**config.mk**
```make
export PLATFORM = sky130hd
export DESIGN_NAME = lsu_queue
export DESIGN_NICKNAME = d
export VERILOG_FILES = /design/src/rtl/lsu_queue_pkg.sv /design/src/rtl/lsu_queue_load_align.sv /design/src/rtl/lsu_queue.sv
export SDC_FILE = /design/constraint.sdc
export NUM_CORES = 1
export LEC_CHECK = 0
export ABC_AREA = 1
export BUFFER_PORTS_ARGS = -buffer_cell sky130_fd_sc_hd__buf_2
export CORE_MARGIN = 1.5
export CORE_UTILIZATION = 43
export DETAILED_ROUTE_END_ITERATION = 7
export PLACE_DENSITY = 0.68
export SYNTH_ARGS = -nofsm -noshare
export SYNTH_HDL_FRONTEND = slang
export SYNTH_HIERARCHICAL = 1
export SYNTH_SLANG_ARGS = --single-unit
```
**constraint.sdc**
```tcl
create_clock -name clk -period 2.25 [get_ports clk]
set_input_delay 0.1125 -clock clk [delete_from_list [all_inputs] [get_ports clk]]
set_output_delay 0.1125 -clock clk [all_outputs]
set_load 0.005 [all_outputs]
```
**src/rtl/lsu_queue_pkg.sv**
```systemverilog
// Shared types and microop encodings for the load/store queue and its load-align helper.
package lsu_queue_pkg;

   localparam int LSU_DATA_WIDTH = 32;
   localparam int LSU_ADDR_BITS  = 32;
   localparam int LSU_R_WIDTH    = 6;
   localparam int LSU_MICROOP    = 5;
   localparam int LSU_ROB_TICKET = 3;

   localparam logic [LSU_MICROOP-1:0] LOAD_LB  = 5'b00001;
   localparam logic [LSU_MICROOP-1:0] LOAD_LH  = 5'b00010;
   localparam logic [LSU_MICROOP-1:0] LOAD_LW  = 5'b00011;
   localparam logic [LSU_MICROOP-1:0] LOAD_LBU = 5'b00100;
   localparam logic [LSU_MICROOP-1:0] LOAD_LHU = 5'b00101;
   localparam logic [LSU_MICROOP-1:0] STORE_SB = 5'b00110;
   localparam logic [LSU_MICROOP-1:0] STORE_SH = 5'b00111;
   localparam logic [LSU_MICROOP-1:0] STORE_SW = 5'b01000;

   localparam logic [3:0] CAUSE_LOAD_MISALIGNED = 4'd4;

   typedef struct packed {
      logic [LSU_DATA_WIDTH-1:0] data1;
      logic [LSU_DATA_WIDTH-1:0] data2;
      logic [LSU_DATA_WIDTH-1:0] immediate;
      logic [LSU_MICROOP-1:0]    microoperation;
      logic [LSU_ROB_TICKET-1:0] ticket;
      logic [LSU_R_WIDTH-1:0]    destination;
      logic                      valid;
   } to_execution;

   typedef struct packed {
      logic                      valid_entry;
      logic [LSU_R_WIDTH-1:0]    destination;
      logic [LSU_ROB_TICKET-1:0] ticket;
      logic [LSU_DATA_WIDTH-1:0] data;
      logic                      valid_exception;
      logic [3:0]                cause;
   } ex_update;

   typedef struct packed {
      logic                      is_store;
      logic [LSU_ADDR_BITS-1:0]  addr;
      logic [LSU_DATA_WIDTH-1:0] data;
      logic [LSU_MICROOP-1:0]    microop;
      logic [LSU_ROB_TICKET-1:0] ticket;
      logic [LSU_R_WIDTH-1:0]    dest;
   } lsq_entry_t;

   function automatic logic is_store_op(input logic [LSU_MICROOP-1:0] uop);
      return uop inside {STORE_SB, STORE_SH, STORE_SW};
   endfunction

endpackage

```
**src/rtl/lsu_queue_load_align.sv**
```systemverilog
// Byte/halfword/word select and extension of forwarded load data, with misalignment detection.
module lsu_load_align
   import lsu_queue_pkg::*;
(
   input  logic [LSU_MICROOP-1:0]    microop_i,
   input  logic [1:0]                addr_lo_i,
   input  logic [LSU_DATA_WIDTH-1:0] data_i,
   output logic [LSU_DATA_WIDTH-1:0] data_o,
   output logic                      exception_o,
   output logic [3:0]                cause_o
);

   logic [LSU_DATA_WIDTH-1:0] shifted;

   assign shifted = data_i >> {addr_lo_i, 3'b000};

   // NOTE: every output gets a default before the case so no path leaves a latch behind.
   always_comb begin
      data_o      = data_i;
      exception_o = 1'b0;
      case (microop_i)
         LOAD_LB:  data_o = {{(LSU_DATA_WIDTH-8){shifted[7]}}, shifted[7:0]};
         LOAD_LBU: data_o = {{(LSU_DATA_WIDTH-8){1'b0}}, shifted[7:0]};
         LOAD_LH: begin
            data_o      = {{(LSU_DATA_WIDTH-16){shifted[15]}}, shifted[15:0]};
            exception_o = addr_lo_i[0];
         end
         LOAD_LHU: begin
            data_o      = {{(LSU_DATA_WIDTH-16){1'b0}}, shifted[15:0]};
            exception_o = addr_lo_i[0];
         end
         LOAD_LW:  exception_o = |addr_lo_i;
         default:  data_o = data_i;
      endcase
      cause_o = exception_o ? CAUSE_LOAD_MISALIGNED : 4'd0;
   end

endmodule

```
**src/rtl/lsu_queue.sv**
```systemverilog
// In-order load/store issue queue: stores go to the ROB, loads forward or go to the cache.
// Optional perf counters are enabled by defining LSU_PERF_CNT_EN.
module lsu_queue
   import lsu_queue_pkg::*;
#(
   parameter int DATA_WIDTH = LSU_DATA_WIDTH,
   parameter int ADDR_BITS  = LSU_ADDR_BITS,
   parameter int R_WIDTH    = LSU_R_WIDTH,
   parameter int MICROOP    = LSU_MICROOP,
   parameter int ROB_TICKET = LSU_ROB_TICKET,
   parameter int LSQ_DEPTH  = 4
) (
   input  logic                         clk,
   input  logic                         rst_n,
   input  logic                         valid,
   input  logic [$bits(to_execution)-1:0] input_data,
   input  logic [$bits(ex_update)-1:0]  cache_fu_update,
   input  logic                         cache_blocked,
   input  logic                         flush,
   output logic [ADDR_BITS-1:0]         frw_address,
   output logic [MICROOP-1:0]           frw_microop,
   input  logic [DATA_WIDTH-1:0]        frw_data,
   input  logic                         frw_valid,
   input  logic                         frw_stall,
   input  logic                         cache_writeback_valid,
   output logic                         store_valid,
   output logic [ADDR_BITS-1:0]         store_address,
   output logic [DATA_WIDTH-1:0]        store_data,
   output logic [MICROOP-1:0]           store_microop,
   output logic [ROB_TICKET-1:0]        store_ticket,
   output logic                         cache_load_valid,
   output logic [ADDR_BITS-1:0]         cache_load_addr,
   output logic [R_WIDTH-1:0]           cache_load_dest,
   output logic [MICROOP-1:0]           cache_load_microop,
   output logic [ROB_TICKET-1:0]        cache_load_ticket,
   output logic                         output_used,
   output logic [$bits(ex_update)-1:0]  fu_update,
   output logic                         busy_fu,
   output logic [$clog2(LSQ_DEPTH):0]   lsq_count
`ifdef LSU_PERF_CNT_EN
   ,
   output logic [127:0]                 perf_counters
`endif
);

   localparam int PTR_W = $clog2(LSQ_DEPTH);
   localparam int CNT_W = PTR_W + 1;
   localparam logic [CNT_W-1:0] FULL_CNT   = CNT_W'(LSQ_DEPTH);
   localparam logic [CNT_W-1:0] ALMOST_CNT = CNT_W'(LSQ_DEPTH - 1);

   to_execution op;
   lsq_entry_t  mem_q [LSQ_DEPTH];
   lsq_entry_t  head;
   lsq_entry_t  new_entry;
   logic [PTR_W-1:0] head_q, head_d, tail_q, tail_d;
   logic [CNT_W-1:0] count_q, count_d;
   logic enq, pop, head_valid, port_free;
   logic st_v, ld_v, fwd_v;
   logic [LSU_DATA_WIDTH-1:0] align_data;
   logic align_exc;
   logic [3:0] align_cause;
   ex_update fwd_update;

   assign op        = input_data;
   assign head      = mem_q[head_q];
   assign head_valid = (count_q != '0) && !flush;
   assign port_free = !cache_writeback_valid && !cache_blocked;
   assign enq       = valid && op.valid && (count_q != FULL_CNT) && !flush;

   assign new_entry.is_store = is_store_op(op.microoperation);
   assign new_entry.addr     = LSU_ADDR_BITS'(op.data1 + op.immediate);
   assign new_entry.data     = op.data2;
   assign new_entry.microop  = op.microoperation;
   assign new_entry.ticket   = op.ticket;
   assign new_entry.dest     = op.destination;

   // A stalled load keeps the head and re-probes forwarding every cycle.
   always_comb begin
      st_v  = 1'b0;
      ld_v  = 1'b0;
      fwd_v = 1'b0;
      pop   = 1'b0;
      if (head_valid) begin
         if (head.is_store) begin
            st_v = 1'b1;
            pop  = 1'b1;
         end else if (!frw_stall && port_free) begin
            fwd_v = frw_valid;
            ld_v  = !frw_valid;
            pop   = 1'b1;
         end
      end
   end

   always_comb begin
      head_d  = head_q;
      tail_d  = tail_q;
      count_d = count_q;
      if (flush) begin
         head_d  = '0;
         tail_d  = '0;
         count_d = '0;
      end else begin
         if (enq) tail_d = tail_q + PTR_W'(1);
         if (pop) head_d = head_q + PTR_W'(1);
         case ({enq, pop})
            2'b10:   count_d = count_q + CNT_W'(1);
            2'b01:   count_d = count_q - CNT_W'(1);
            default: count_d = count_q;
         endcase
      end
   end

   // NOTE: sequential state uses non-blocking assignments so every register samples pre-edge values.
   always_ff @(posedge clk or negedge rst_n) begin
      if (!rst_n) begin
         head_q  <= '0;
         tail_q  <= '0;
         count_q <= '0;
         // NOTE: the payload is reset too; it is tiny and keeps frw_address defined after reset.
         for (int i = 0; i < LSQ_DEPTH; i++) mem_q[i] <= '0;
      end else begin
         head_q  <= head_d;
         tail_q  <= tail_d;
         count_q <= count_d;
         if (enq) mem_q[tail_q] <= new_entry;
      end
   end

   lsu_load_align u_align (
      .microop_i   (head.microop),
      .addr_lo_i   (head.addr[1:0]),
      .data_i      (frw_data),
      .data_o      (align_data),
      .exception_o (align_exc),
      .cause_o     (align_cause)
   );

   assign fwd_update.valid_entry     = 1'b1;
   assign fwd_update.destination     = head.dest;
   assign fwd_update.ticket          = head.ticket;
   assign fwd_update.data            = align_data;
   assign fwd_update.valid_exception = align_exc;
   assign fwd_update.cause           = align_cause;

   assign frw_address        = head.addr;
   assign frw_microop        = head.microop;
   assign store_valid        = st_v;
   assign store_address      = head.addr;
   assign store_data         = head.data;
   assign store_microop      = head.microop;
   assign store_ticket       = head.ticket;
   assign cache_load_valid   = ld_v;
   assign cache_load_addr    = head.addr;
   assign cache_load_dest    = head.dest;
   assign cache_load_microop = head.microop;
   assign cache_load_ticket  = head.ticket;
   assign output_used        = fwd_v;
   assign fu_update          = fwd_v ? fwd_update : cache_fu_update;
   assign busy_fu            = (count_q == FULL_CNT) || ((count_q == ALMOST_CNT) && enq && !pop);
   assign lsq_count          = count_q;

`ifdef LSU_PERF_CNT_EN
   logic [31:0] perf_q [4];
   logic [3:0]  perf_ev;

   assign perf_ev = {count_q == FULL_CNT, head_valid && !head.is_store && frw_stall, ld_v, fwd_v};

   // Counters saturate at all-ones and only reset clears them.
   always_ff @(posedge clk or negedge rst_n) begin
      if (!rst_n) begin
         for (int i = 0; i < 4; i++) perf_q[i] <= '0;
      end else begin
         for (int i = 0; i < 4; i++) begin
            if (perf_ev[i] && (perf_q[i] != '1)) perf_q[i] <= perf_q[i] + 32'd1;
         end
      end
   end

   assign perf_counters = {perf_q[3], perf_q[2], perf_q[1], perf_q[0]};
`endif

endmodule

```
==> run_results.csv <==
group,metric,value,unit
yosys,yosys_register_bits,323,
min_path,holdCritPathClass,"in2async",
timing,grt_setup_unrepaired,"yes",
worst_setup_path,arr_time_crit_path,2730,ps
yosys,fraction_of_the_yosys_area_taken_by_sequential_cells,0.431,
layout,num_antenna_cells,0,
global_route,grt_pass1_vias,17900,
global_route,grt_overflow_total,0,
floorplanning,initial_core_utilization,0.435,
timing,slew_viol_final,0,
place,portBuffers,406,
job,cap_viol_max_count,0,
timing,setup_total_negative_slack,-40390,ps
worst_setup_path,startpoint_type,"flop",
layout,regArea,8090,sq um
yosys,yosysWarnings,6,
timing,timing.slew.headroom,0.622,
timing,layout_setup_ws,-589,ps
clocking,clkSlewWorstSetupHoldPaths,60,ps
timing,tightest_slew,567,ps
place,place_inst,3479,
yosys,synth_top_cell_area_share,0.431,
yosys,synth-edff-count,0,
pwr,peakVddDrop,987,uV
drt,count_of_tritonroute_iterations_in_the_first_routing_pass,6,
yosys,yosys.area.top_type,"dfrtp_1",
floorplanning,ios,407,
clocking,tritoncts,"done",
clocking,clock_latency,570,ps
floorplanning,design.die.area,44900,sq um
worst_setup_path,timing.critical_path.slowest_cell_delay,580,ps
timing,max_clock_freq,352,MHz
timing,fin_worst_skew,18.2,ps
drt,drt.antenna.violating_nets,0,
layout,multi_input_area,9590,sq um
worst_setup_path,worst_ep_required_time,2140,ps
drt,finalWirelength,65.5,mm
drt,route.detailed.wl_per_inst,17.9,um
yosys,synthTopCellsByCount,"nand2_1, dfrtp_1, nor2_1",
timing,finalSetupViolCount,163,
layout,layout.cells.non_filler,3667,
pwr,p_per_area,1170,nW/um^2
global_route,global_route.usage.total,0.270,
floorplanning,die_y,212,um
worst_setup_path,path_class,"reg2out",
yosys,syn-mean-instance-area,7.17,sq um
floorplanning,dieWidth,212,um
timing,post-route-min-period,2840,ps
clocking,root_buffer,"clkbuf_16",
yosys,synth_top_cells_by_area,"dfrtp_1, nand2_1, o21ai_1, o21ai_0, nor2_1",
drt,viasPerCell,5.31,
global_route,grt_first_pass_wirelength,95.6,mm
worst_setup_path,slowest_stage_cell_crit_path,"dfrtp_4",
yosys,yosys.cell_count.top_type,"nand2_1",
clocking,num_cts_buffers,38,
yosys,synth_async_sr_flop_share,1.00,
global_route,grtUsageMet2,0.454,
drt,drt_iter0_drc,1736,
global_route,grt_antenna_before_repair,1,
global_route,groute.layer.met3.usage,0.0444,
clocking,tritoncts_num_sinks,323,
place,dpl.hpwl,39.8,mm
global_route,grt_most_used_layer,"met2",
timing,final.period_utilization,1.26,
timing,hold_viol,0,
yosys,postSynth.topFlopCell,"dfrtp_1",
timing,whs,116,ps
worst_setup_path,crit_path_end_kind,"primary output",
worst_setup_path,critPathMaxFanout,8,
pwr,finalPower,29.5,mW
run_status,outcome,"complete, but fails checks",
place,gp_routability_congestion,0.950,
layout,share_of_layout_cells_above_drive_strength_1,0.273,
layout,finish.utilization,0.584,
worst_setup_path,critical_path.cell_chain,"buf_12, o21ai_2, o22ai_4, buf_4, nand3_4, inv_2, buf_6, a21oi_4, clkbuf_16, nand2_1, nand2_1, nand2_1, buf_2",
run_status,violations,"negative setup slack",
pwr,leakage,13.5,nW
floorplanning,core-area,43100,sq um
yosys,number_of_instances_in_the_synthesized_netlist,2616,
yosys,netlist_area,18800,sq um
worst_setup_path,cp_common_cell,"nand2_1",
layout,area_growth,34.1,%
floorplanning,floorplan.rows,76,
drt,drc,0,
clocking,cts_max_level,2,
layout,layout.filler_cells,3899,
global_route,grt_max_degree,75,
yosys,post_synth_num_cell_types,41,
drt,via_count,19500,
layout,numnets_final,3291,
global_route,grtUsageMet1,0.353,
clocking,cts_max_path_buffers,3,
==> per-stage QoR <==
| step | worst slack [ps] | instance area (sq um) |
|---|---|---|
| after detailed placement | -200 | 21100 |
| final | -589 | 25100 |
| after global routing | -699 | 25100 |
| after floorplan | 3.21 | 18800 |
| after global placement | -59.1 | 21100 |
| after CTS | -601 | 23500 |
==> kinds of logic (layout without fill, tap and decap cells) <==
| kind of cell | count (synthesis) | after routing | share of synthesized area |
|---|---|---|---|
| flops | 323 | 323 | 0.431 |
| fa+ha+maj | 37 | 37 | 0.0255 |
| simple gates | 1302 | 1302 | 0.277 |
| xor+xnor | 16 | 16 | 0.00747 |
| other cells | 1 | 3 | 0.000200 |
| compound gates | 521 | 521 | 0.146 |
| buf+inv | 416 | 880 | 0.113 |
==> registers in the layout, indices dropped and copies added (netlist names) <==
register and cells:
mem_q 316, lsq_count 3, head_q 2, tail_q 2
==> layer usage <==
metal	part of all wire	routed length, um	vias to the layer above
met2	0.48	31400	885
met4	0.033	2160	2
li1	-	-	9214
met5	0.00020	13	-
met3	0.077	5070	142
met1	0.41	26800	9235
==> what timing repair did <==
| item | CTS | global route |
|---|---|---|
| gates resized for setup | 79 | 289 |
| hold buffers | 50 | 0 |
| pin swaps | 7 | 71 |
| gates cloned | 9 | 18 |
| setup endpoints to repair | 183 | 184 |
| setup buffers | 15 | 33 |
| endpoints found under the hold margin | 462 | 0 |
==> final cells by class <==
class                           count  share of cell area
Clock buffer                       53              0.0433
Clock inverter                     13             0.00463
Inverter                          196              0.0304
Multi-Input combinational cell   1879               0.382
Sequential cell                   323               0.322
Tap cell                          585              0.0291
Timing Repair Buffer              617               0.189
Timing Repair inverter              1            0.000249
==> worst max-delay path, delay by kind of cell, from the launching register on <==
kind / cells / cell delay, ps
flip-flops: 1 / 580
AND/OR/NAND/NOR: 4 / 250
buffers and inverters: 6 / 820
AO/OA/AOI/OAI: 3 / 530
==> final timing paths <==
check	start	end	slack (ps)	cells past startpoint
worst max register to register	head_q[0]	lsq_count[2]	-50	14
worst min-delay path	rst_n	mem_q[199]	120	2
worst min register to register	mem_q[154]	mem_q[154]	480	2
max in group asynchronous	rst_n	mem_q[76]	1280	3
min in group clk	input_data[46]	mem_q[156]	140	6
worst max-delay path	head_q[0]	fu_update[28]	-590	13
==> placed cells by master, fill, tap and decap left out, types with 50 or more instances in the layout <==
cell type,instances
buf_2,399
buf_4,77
clkbuf_16,50
dfrtp_1,321
dlygate4sd3_1,50
inv_1,178
nand2_1,885
nand3_1,122
nor2_1,169
o21ai_0,134
o21ai_1,236
==> report_power, final <==
| group | total, mW | switching, mW | internal (mW) | leakage (nW) |
|---|---|---|---|---|
| Combinational | 15.2 | 8.23 | 6.99 | 8.62 |
| Clock | 5.94 | 2.53 | 3.41 | 0.600 |
| Sequential | 8.34 | 0.981 | 7.36 | 4.29 |
| Total | 29.5 | 11.7 | 17.8 | 13.5 |
No activity file was read; power rests on OpenSTA's default activity.
